$ cat src/rtl/mc_pkg.sv
// Shared types and encodings for the multi-cycle main control unit.
package mc_pkg;

    typedef enum logic [3:0] {
        S_FETCH,
        S_DECODE,
        S_EXEC_R,
        S_EXEC_I,
        S_MEM_ADDR,
        S_MEM_RD,
        S_MEM_WB,
        S_MEM_WR,
        S_WB_R,
        S_WB_I,
        S_BRANCH,
        S_JUMP
    } state_t;

    // Which rule picks the ALU operation in the current state.
    typedef enum logic [1:0] {
        ALU_CLS_ADD,
        ALU_CLS_SUB,
        ALU_CLS_FUNCT
    } alu_class_t;

    localparam logic [3:0] OP_RTYPE = 4'h0;
    localparam logic [3:0] OP_ADDI  = 4'h1;
    localparam logic [3:0] OP_LW    = 4'h2;
    localparam logic [3:0] OP_SW    = 4'h3;
    localparam logic [3:0] OP_BEQ   = 4'h4;
    localparam logic [3:0] OP_BLT   = 4'h5;
    localparam logic [3:0] OP_BGT   = 4'h6;
    localparam logic [3:0] OP_J     = 4'h7;

    localparam logic [2:0] FUNCT_ILLEGAL = 3'b111;

    localparam logic [3:0] ALU_ADD = 4'b0000;
    localparam logic [3:0] ALU_SUB = 4'b0001;
    localparam logic [3:0] ALU_AND = 4'b0010;
    localparam logic [3:0] ALU_OR  = 4'b0011;
    localparam logic [3:0] ALU_XOR = 4'b0100;
    localparam logic [3:0] ALU_NOR = 4'b0101;
    localparam logic [3:0] ALU_SLT = 4'b0110;

    localparam logic [1:0] PC_SRC_ALU    = 2'b00;
    localparam logic [1:0] PC_SRC_ALUOUT = 2'b01;
    localparam logic [1:0] PC_SRC_JUMP   = 2'b10;

    localparam logic [1:0] ALUB_REG = 2'b00;
    localparam logic [1:0] ALUB_ONE = 2'b01;
    localparam logic [1:0] ALUB_IMM = 2'b10;

endpackage

$ cat src/rtl/mc_alu_dec.sv
// ALU operation decoder: turns the state's ALU class plus opcode/funct into
// the 4-bit ALU op, and flags the unsupported R-type funct.
module mc_alu_dec
    import mc_pkg::*;
(
    input  alu_class_t  alu_class,
    input  logic [3:0]  opcode,
    input  logic [2:0]  funct,
    output logic [3:0]  aluoperation,
    output logic        funct_illegal
);

    assign funct_illegal = (opcode == OP_RTYPE) && (funct == FUNCT_ILLEGAL);

    // R-type funct 0-6 lines up directly with the ALU op encoding.
    always_comb begin
        aluoperation = ALU_ADD;
        case (alu_class)
            ALU_CLS_SUB:   aluoperation = ALU_SUB;
            ALU_CLS_FUNCT: if (!funct_illegal) aluoperation = {1'b0, funct};
            default:       aluoperation = ALU_ADD;
        endcase
    end

endmodule

$ cat src/rtl/mc_control.sv
// Multi-cycle main control FSM for the 16-bit MIPS-style datapath.
// Define MC_CTRL_BLT_BGT_EN to enable the BLT/BGT branch opcodes.
module mc_control
    import mc_pkg::*;
#(
    parameter state_t RESET_STATE = S_FETCH
) (
    input  logic        clk,
    input  logic        rst,
    input  logic [3:0]  opcode,
    input  logic [2:0]  funct,
    input  logic        zero,
    input  logic        lt,
    input  logic        gt,
    input  logic        mem_ready,
    output logic        pc_write,
    output logic [1:0]  pc_src,
    output logic        iord,
    output logic        mem_read,
    output logic        mem_write,
    output logic        ir_write,
    output logic        reg_dst,
    output logic        mem_to_reg,
    output logic        reg_write,
    output logic        alu_src_a,
    output logic [1:0]  alu_src_b,
    output logic [3:0]  aluoperation,
    output logic        illegal
);

    state_t     state;
    alu_class_t alu_class;
    logic [3:0] dec_op;
    logic       funct_illegal;
    logic       op_illegal;
    logic       decode_illegal;
    logic       branch_taken;

    mc_alu_dec u_alu_dec (
        .alu_class     (alu_class),
        .opcode        (opcode),
        .funct         (funct),
        .aluoperation  (dec_op),
        .funct_illegal (funct_illegal)
    );

    always_comb begin
        op_illegal = 1'b1;
        case (opcode)
            OP_RTYPE, OP_ADDI, OP_LW, OP_SW, OP_BEQ, OP_J: op_illegal = 1'b0;
`ifdef MC_CTRL_BLT_BGT_EN
            OP_BLT, OP_BGT: op_illegal = 1'b0;
`endif
            default: op_illegal = 1'b1;
        endcase
    end

    assign decode_illegal = op_illegal | funct_illegal;

    always_comb begin
        branch_taken = 1'b0;
        case (opcode)
            OP_BEQ: branch_taken = zero;
`ifdef MC_CTRL_BLT_BGT_EN
            OP_BLT: branch_taken = lt;
            OP_BGT: branch_taken = gt;
`endif
            default: branch_taken = 1'b0;
        endcase
    end

`ifndef MC_CTRL_BLT_BGT_EN
    logic unused_flags;
    assign unused_flags = lt ^ gt;
`endif

    always_ff @(posedge clk) begin
        if (rst) begin
            state <= RESET_STATE;
        end else begin
            case (state)
                S_FETCH:    if (mem_ready) state <= S_DECODE;
                S_DECODE: begin
                    if (decode_illegal) begin
                        state <= S_FETCH;
                    end else begin
                        case (opcode)
                            OP_RTYPE:                state <= S_EXEC_R;
                            OP_ADDI:                 state <= S_EXEC_I;
                            OP_LW, OP_SW:            state <= S_MEM_ADDR;
                            OP_BEQ, OP_BLT, OP_BGT:  state <= S_BRANCH;
                            OP_J:                    state <= S_JUMP;
                            default:                 state <= S_FETCH;
                        endcase
                    end
                end
                S_EXEC_R:   state <= S_WB_R;
                S_EXEC_I:   state <= S_WB_I;
                S_MEM_ADDR: state <= (opcode == OP_LW) ? S_MEM_RD : S_MEM_WR;
                S_MEM_RD:   if (mem_ready) state <= S_MEM_WB;
                S_MEM_WR:   if (mem_ready) state <= S_FETCH;
                default:    state <= S_FETCH;
            endcase
        end
    end

    // Control word decode; reset overrides everything so an in-flight access is dropped.
    always_comb begin
        pc_write   = 1'b0;
        pc_src     = PC_SRC_ALU;
        iord       = 1'b0;
        mem_read   = 1'b0;
        mem_write  = 1'b0;
        ir_write   = 1'b0;
        reg_dst    = 1'b0;
        mem_to_reg = 1'b0;
        reg_write  = 1'b0;
        alu_src_a  = 1'b0;
        alu_src_b  = ALUB_REG;
        alu_class  = ALU_CLS_ADD;
        illegal    = 1'b0;
        case (state)
            S_FETCH: begin
                mem_read  = 1'b1;
                alu_src_b = ALUB_ONE;
                ir_write  = mem_ready;
                pc_write  = mem_ready;
            end
            S_DECODE: begin
                alu_src_b = ALUB_IMM;
                illegal   = decode_illegal;
            end
            S_EXEC_R: begin
                alu_src_a = 1'b1;
                alu_class = ALU_CLS_FUNCT;
            end
            S_EXEC_I, S_MEM_ADDR: begin
                alu_src_a = 1'b1;
                alu_src_b = ALUB_IMM;
            end
            S_WB_R: begin
                reg_dst   = 1'b1;
                reg_write = 1'b1;
            end
            S_WB_I:     reg_write = 1'b1;
            S_MEM_RD: begin
                iord     = 1'b1;
                mem_read = 1'b1;
            end
            S_MEM_WB: begin
                mem_to_reg = 1'b1;
                reg_write  = 1'b1;
            end
            S_MEM_WR: begin
                iord      = 1'b1;
                mem_write = 1'b1;
            end
            S_BRANCH: begin
                alu_src_a = 1'b1;
                alu_class = ALU_CLS_SUB;
                pc_src    = PC_SRC_ALUOUT;
                pc_write  = branch_taken;
            end
            S_JUMP: begin
                pc_src   = PC_SRC_JUMP;
                pc_write = 1'b1;
            end
            default: ;
        endcase
        if (rst) begin
            pc_write   = 1'b0;
            pc_src     = PC_SRC_ALU;
            iord       = 1'b0;
            mem_read   = 1'b0;
            mem_write  = 1'b0;
            ir_write   = 1'b0;
            reg_dst    = 1'b0;
            mem_to_reg = 1'b0;
            reg_write  = 1'b0;
            alu_src_a  = 1'b0;
            alu_src_b  = ALUB_REG;
            illegal    = 1'b0;
        end
    end

    assign aluoperation = rst ? ALU_ADD : dec_op;

endmodule

$ cat config.mk
export PLATFORM = sky130hd
export DESIGN_NAME = mc_control
export DESIGN_NICKNAME = d
export VERILOG_FILES = /design/src/rtl/mc_pkg.sv /design/src/rtl/mc_alu_dec.sv /design/src/rtl/mc_control.sv
export SDC_FILE = /design/constraint.sdc
export NUM_CORES = 1
export LEC_CHECK = 0
export BUFFER_PORTS_ARGS = -buffer_cell sky130_fd_sc_hd__clkbuf_2
export CAP_MARGIN = 20
export CORE_UTILIZATION = 44
export DETAILED_ROUTE_END_ITERATION = 8
export GPL_ROUTABILITY_DRIVEN = 1
export GPL_TIMING_DRIVEN = 1
export PLACE_DENSITY = 0.77
export SYNTH_ARGS = -nofsm -noshare
export SYNTH_HDL_FRONTEND = slang
export SYNTH_HIERARCHICAL = 1
export SYNTH_SLANG_ARGS = --single-unit
$ cat constraint.sdc
create_clock -name clk -period 2.25 [get_ports clk]
set_input_delay 0.225 -clock clk [delete_from_list [all_inputs] [get_ports clk]]
set_output_delay 0.225 -clock clk [all_outputs]
set_load 0.01 [all_outputs]
==> results.txt <==
----------------------------------------------------
[Outcome]
  Run status ... finished clean

[STA]
  Worst clock skew ... 0.00334 ns
  Max Transition Viols Final ... 0
  Fin crit share ... 92.1%
  Final min period ... 2.07 ns
  F_max ... 0.482 GHz
  Number of hold violations in the final report ... 0
  Total negative slack ... 0 ns
  Smallest hold slack ... 0.334 ns
  RSZ-0062 raised after global routing ... no
  Final setup violation count ... 0

[Finish]
  Number of nets in the finished design ... 133
  Biggest register ... state
  Share of layout cells above drive strength 1 ... 36.2%
  Area grow syn2layout ... 28.4%
  Flip-flop count of the largest register after layout ... 4
  Final Non-Filler Cells ... 131
  Registers with the most flip-flops ... state (4)
  Antenna cells ... 0

[Synth]
  Async set or reset register ratio after synthesis ... 0%
  Synth cell types ... 44
  Synth Flop Type ... sky130_fd_sc_hd__dfxtp_1
  Syn nets ... 103
  Syn. warnings ... 6
  EDFF count, synth ... 0
  Mean post-synth cell area ... 7.07 um^2
  Post-synthesis cell count ... 88
  Leading cell types by total area after synthesis ... sky130_fd_sc_hd__dfxtp_1 (13%), sky130_fd_sc_hd__nor2_1 (7.8%), sky130_fd_sc_hd__nand2b_1 (5.0%), sky130_fd_sc_hd__nor2b_1 (5.0%), sky130_fd_sc_hd__ha_1 (4.0%)
  Cell type with the highest aggregate area in the netlist ... sky130_fd_sc_hd__dfxtp_1
  Area share of the leading cell type in the synthesized netlist ... 12.9%
  Area of the mapped netlist ... 622 um^2
  Share of synthesized area occupied by flip-flops and latches ... 12.9%
  Number of synthesized register bits ... 4

[CTS]
  Buffers from clock root to sink, at most ... 2
  Latest clock arrival within the worst-skew pair ... 0.24 ns
  Number of buffers inserted during clock tree synthesis ... 3
  Register clock-pin slew on the reported worst setup and hold paths ... 0.04 ns
  CTS tree ... yes
  Post-CTS setup-driven buffer insertion count ... 0
  Count of cells resized by post-cts repair ... 0
  Post-CTS Hold Fix Bufs ... 0
  Number of sinks driven by the clock tree ... 4
  H-Tree Level Count ... 1
  CTS Root Cell ... sky130_fd_sc_hd__clkbuf_4

[Critical path]
  Kind of critical path ... register to output pin
  Capturing element type of the critical path ... output pin
  Setup crit start kind ... register
  Required time at the endpoint of the critical path ... 2.03 ns
  CP max stage delay ... 0.32 ns
  Library cell contributing the largest single delay on the critical path ... sky130_fd_sc_hd__ha_1
  Number of cells traversed by the worst register-to-register path ... 5
  Worst reg2reg setup slack ... 0.62 ns
  Arrival time worst endpoint ... 1.85 ns
  Worst-path maximum fanout ... 4
  Crit-path cells ... nand2b_1, nor3b_2, inv_1, ha_1, nand3b_1, o22ai_1, nor2b_1, clkbuf_2

[Die]
  Die X ... 39.6 um
  Ports placed on the boundary ... 31
  Std-Cell Rows ... 13
  Full die area ... 0.00157 mm^2
  Chip Height ... 39.6 um
  Effective utilization at floorplan ... 47.8%
  CORE AREA ... 0.00130 mm^2

[Routing]
  Number of vias in the routed layout ... 727
  Pre-Repair DR Iteration Count ... 4
  DRC errors left ... 0
  Vias per cell ... 5.55
  Total detailed-routing wirelength ... 1590 um
  Detail-routed net length per standard cell ... 12.1 um
  Number of design-rule violations left by the first detailed-router iteration ... 19
  Number of nets with antenna violations after detailed routing ... 0

[Pwr]
  Total Power ... 0.252 mW
  Largest voltage drop on the vdd net ... 0.000218 V
  Power density over the cells ... 316 mW/mm^2
  Static power due to leakage ... 0.359 nW

[Hold path]
  Hold-critical path depth ... 3
  Type of the tightest min-delay check ... input port to register

[Global routing]
  GR Util met2 ... 41.0%
  Overall fraction of global-route tracks in use ... 23.5%
  Maximum number of pins on one net before global-route repair ... 16
  Met1 Track Usage GR ... 27.9%
  Number of antenna violations at the first check in global routing ... 0
  Via count of the first global-routing pass ... 554
  Most used routing layer in global routing ... met2
  Global routing met3 resource utilization ... 6.82%
  Wire length of the first global-routing pass ... 2430 um
  Total gr overflow ... 0

[Job]
  Number of max-cap violations ... 0

[Placed design]
  Routability congestion estimate from global placement ... 0.818
  Number of placed instances, taps included ... 128
  Detailed placement HPWL ... 1190 um
  PortBufs ... 27

----------------------------------------------------
## power by group
part / switching, mW / internal [mW] / leakage, nW
clock: 0.0353 / 0.0601 / 0.0138
sequential: 0.00103 / 0.0734 / 0.0325
combinational: 0.0470 / 0.0355 / 0.313
## path summary, 6_finish.rpt
| path | start | end |
|---|---|---|
| setup reg to reg | state[2]$_SDFFE_PP0P_ | state[1]$_SDFFE_PP0P_ |
| hold reg to reg | state[1]$_SDFFE_PP0P_ | state[3]$_SDFFE_PP0P_ |
| setup / recovery | state[0]$_SDFFE_PP0P_ | aluoperation[0] |
| hold / removal | opcode[0] | state[0]$_SDFFE_PP0P_ |
## cells in the final DEF, fill, tap and decap left out, drive strengths merged, types with 2 or more instances in the layout
| master | count |
|---|---|
| nor2b | 5 |
| and3 | 2 |
| a21oi | 2 |
| nor2 | 13 |
| nor3 | 4 |
| inv | 5 |
| nand2b | 5 |
| mux2i | 2 |
| nand2 | 4 |
| clkbuf | 30 |
| dfxtp | 4 |
| o21ai | 3 |
| and2 | 2 |
| a211oi | 2 |
| buf | 4 |
| xor2 | 2 |
| or4 | 2 |
| nand3 | 2 |
| ha | 2 |
| or3b | 2 |
| nor3b | 2 |
## synthesized netlist by cell type, types with 2 or more instances
cell type and instances:
sky130_fd_sc_hd__a21oi_1 2, sky130_fd_sc_hd__and2_1 2, sky130_fd_sc_hd__and3_1 2, sky130_fd_sc_hd__clkbuf_1 3, sky130_fd_sc_hd__dfxtp_1 4, sky130_fd_sc_hd__ha_1 2
sky130_fd_sc_hd__inv_1 4, sky130_fd_sc_hd__mux2i_1 2, sky130_fd_sc_hd__nand2_1 4, sky130_fd_sc_hd__nand2b_1 5, sky130_fd_sc_hd__nand3_1 2, sky130_fd_sc_hd__nor2_1 13
sky130_fd_sc_hd__nor2b_1 5, sky130_fd_sc_hd__nor3_1 4, sky130_fd_sc_hd__o21ai_0 3, sky130_fd_sc_hd__or4_1 2, sky130_fd_sc_hd__xor2_1 2
## layer usage
metal / vias up / wire, um
met1: 326 / 691
met2: 27 / 793
met3: 3 / 93
li1: 371 / -
met4: 0 / 13
met5: - / 0
## worst max-delay path: cells and delay by family, from the launching register on
family	cells	cell delay, ns
simple gates	4	0.71
fa+ha+maj	1	0.32
flops	1	0.30
buf+inv	2	0.19
compound gates	1	0.09
## through the flow
stage               worst slack [ns]  area [um^2]  utilization (%)
detailed placement             0.343          771             59.2
floorplan                      0.436          622                -
finish                         0.177          798             61.3
global route                 0.00985          798             61.3
CTS                           0.0914          793             61.0
global placement               0.368          771             59.2
## area by class of cell
cell class	instances	area, um^2
Inverter	5	18.8
Clock buffer	3	22.5
Timing Repair Buffer	31	165
Multi-Input combinational cell	73	493
Fill cell	136	503
Tap cell	15	18.8
Sequential cell	4	80.1
## logic make-up (layout without fill, tap and decap cells)
logic type | after synthesis | after routing | share of synthesized area [%]
xor gates and xnor gates | 2 | 2 | 2.82
AOI/OAI and AO/OA | 15 | 15 | 19.7
muxes | 2 | 2 | 3.22
adders and majority gates | 2 | 2 | 4.02
other | 1 | 1 | 0.603
and+or+nand+nor | 51 | 51 | 48.1
buffers and inverters | 11 | 39 | 8.65
DFF | 4 | 4 | 12.9
Note: power is estimated with default switching activity, not from simulation.
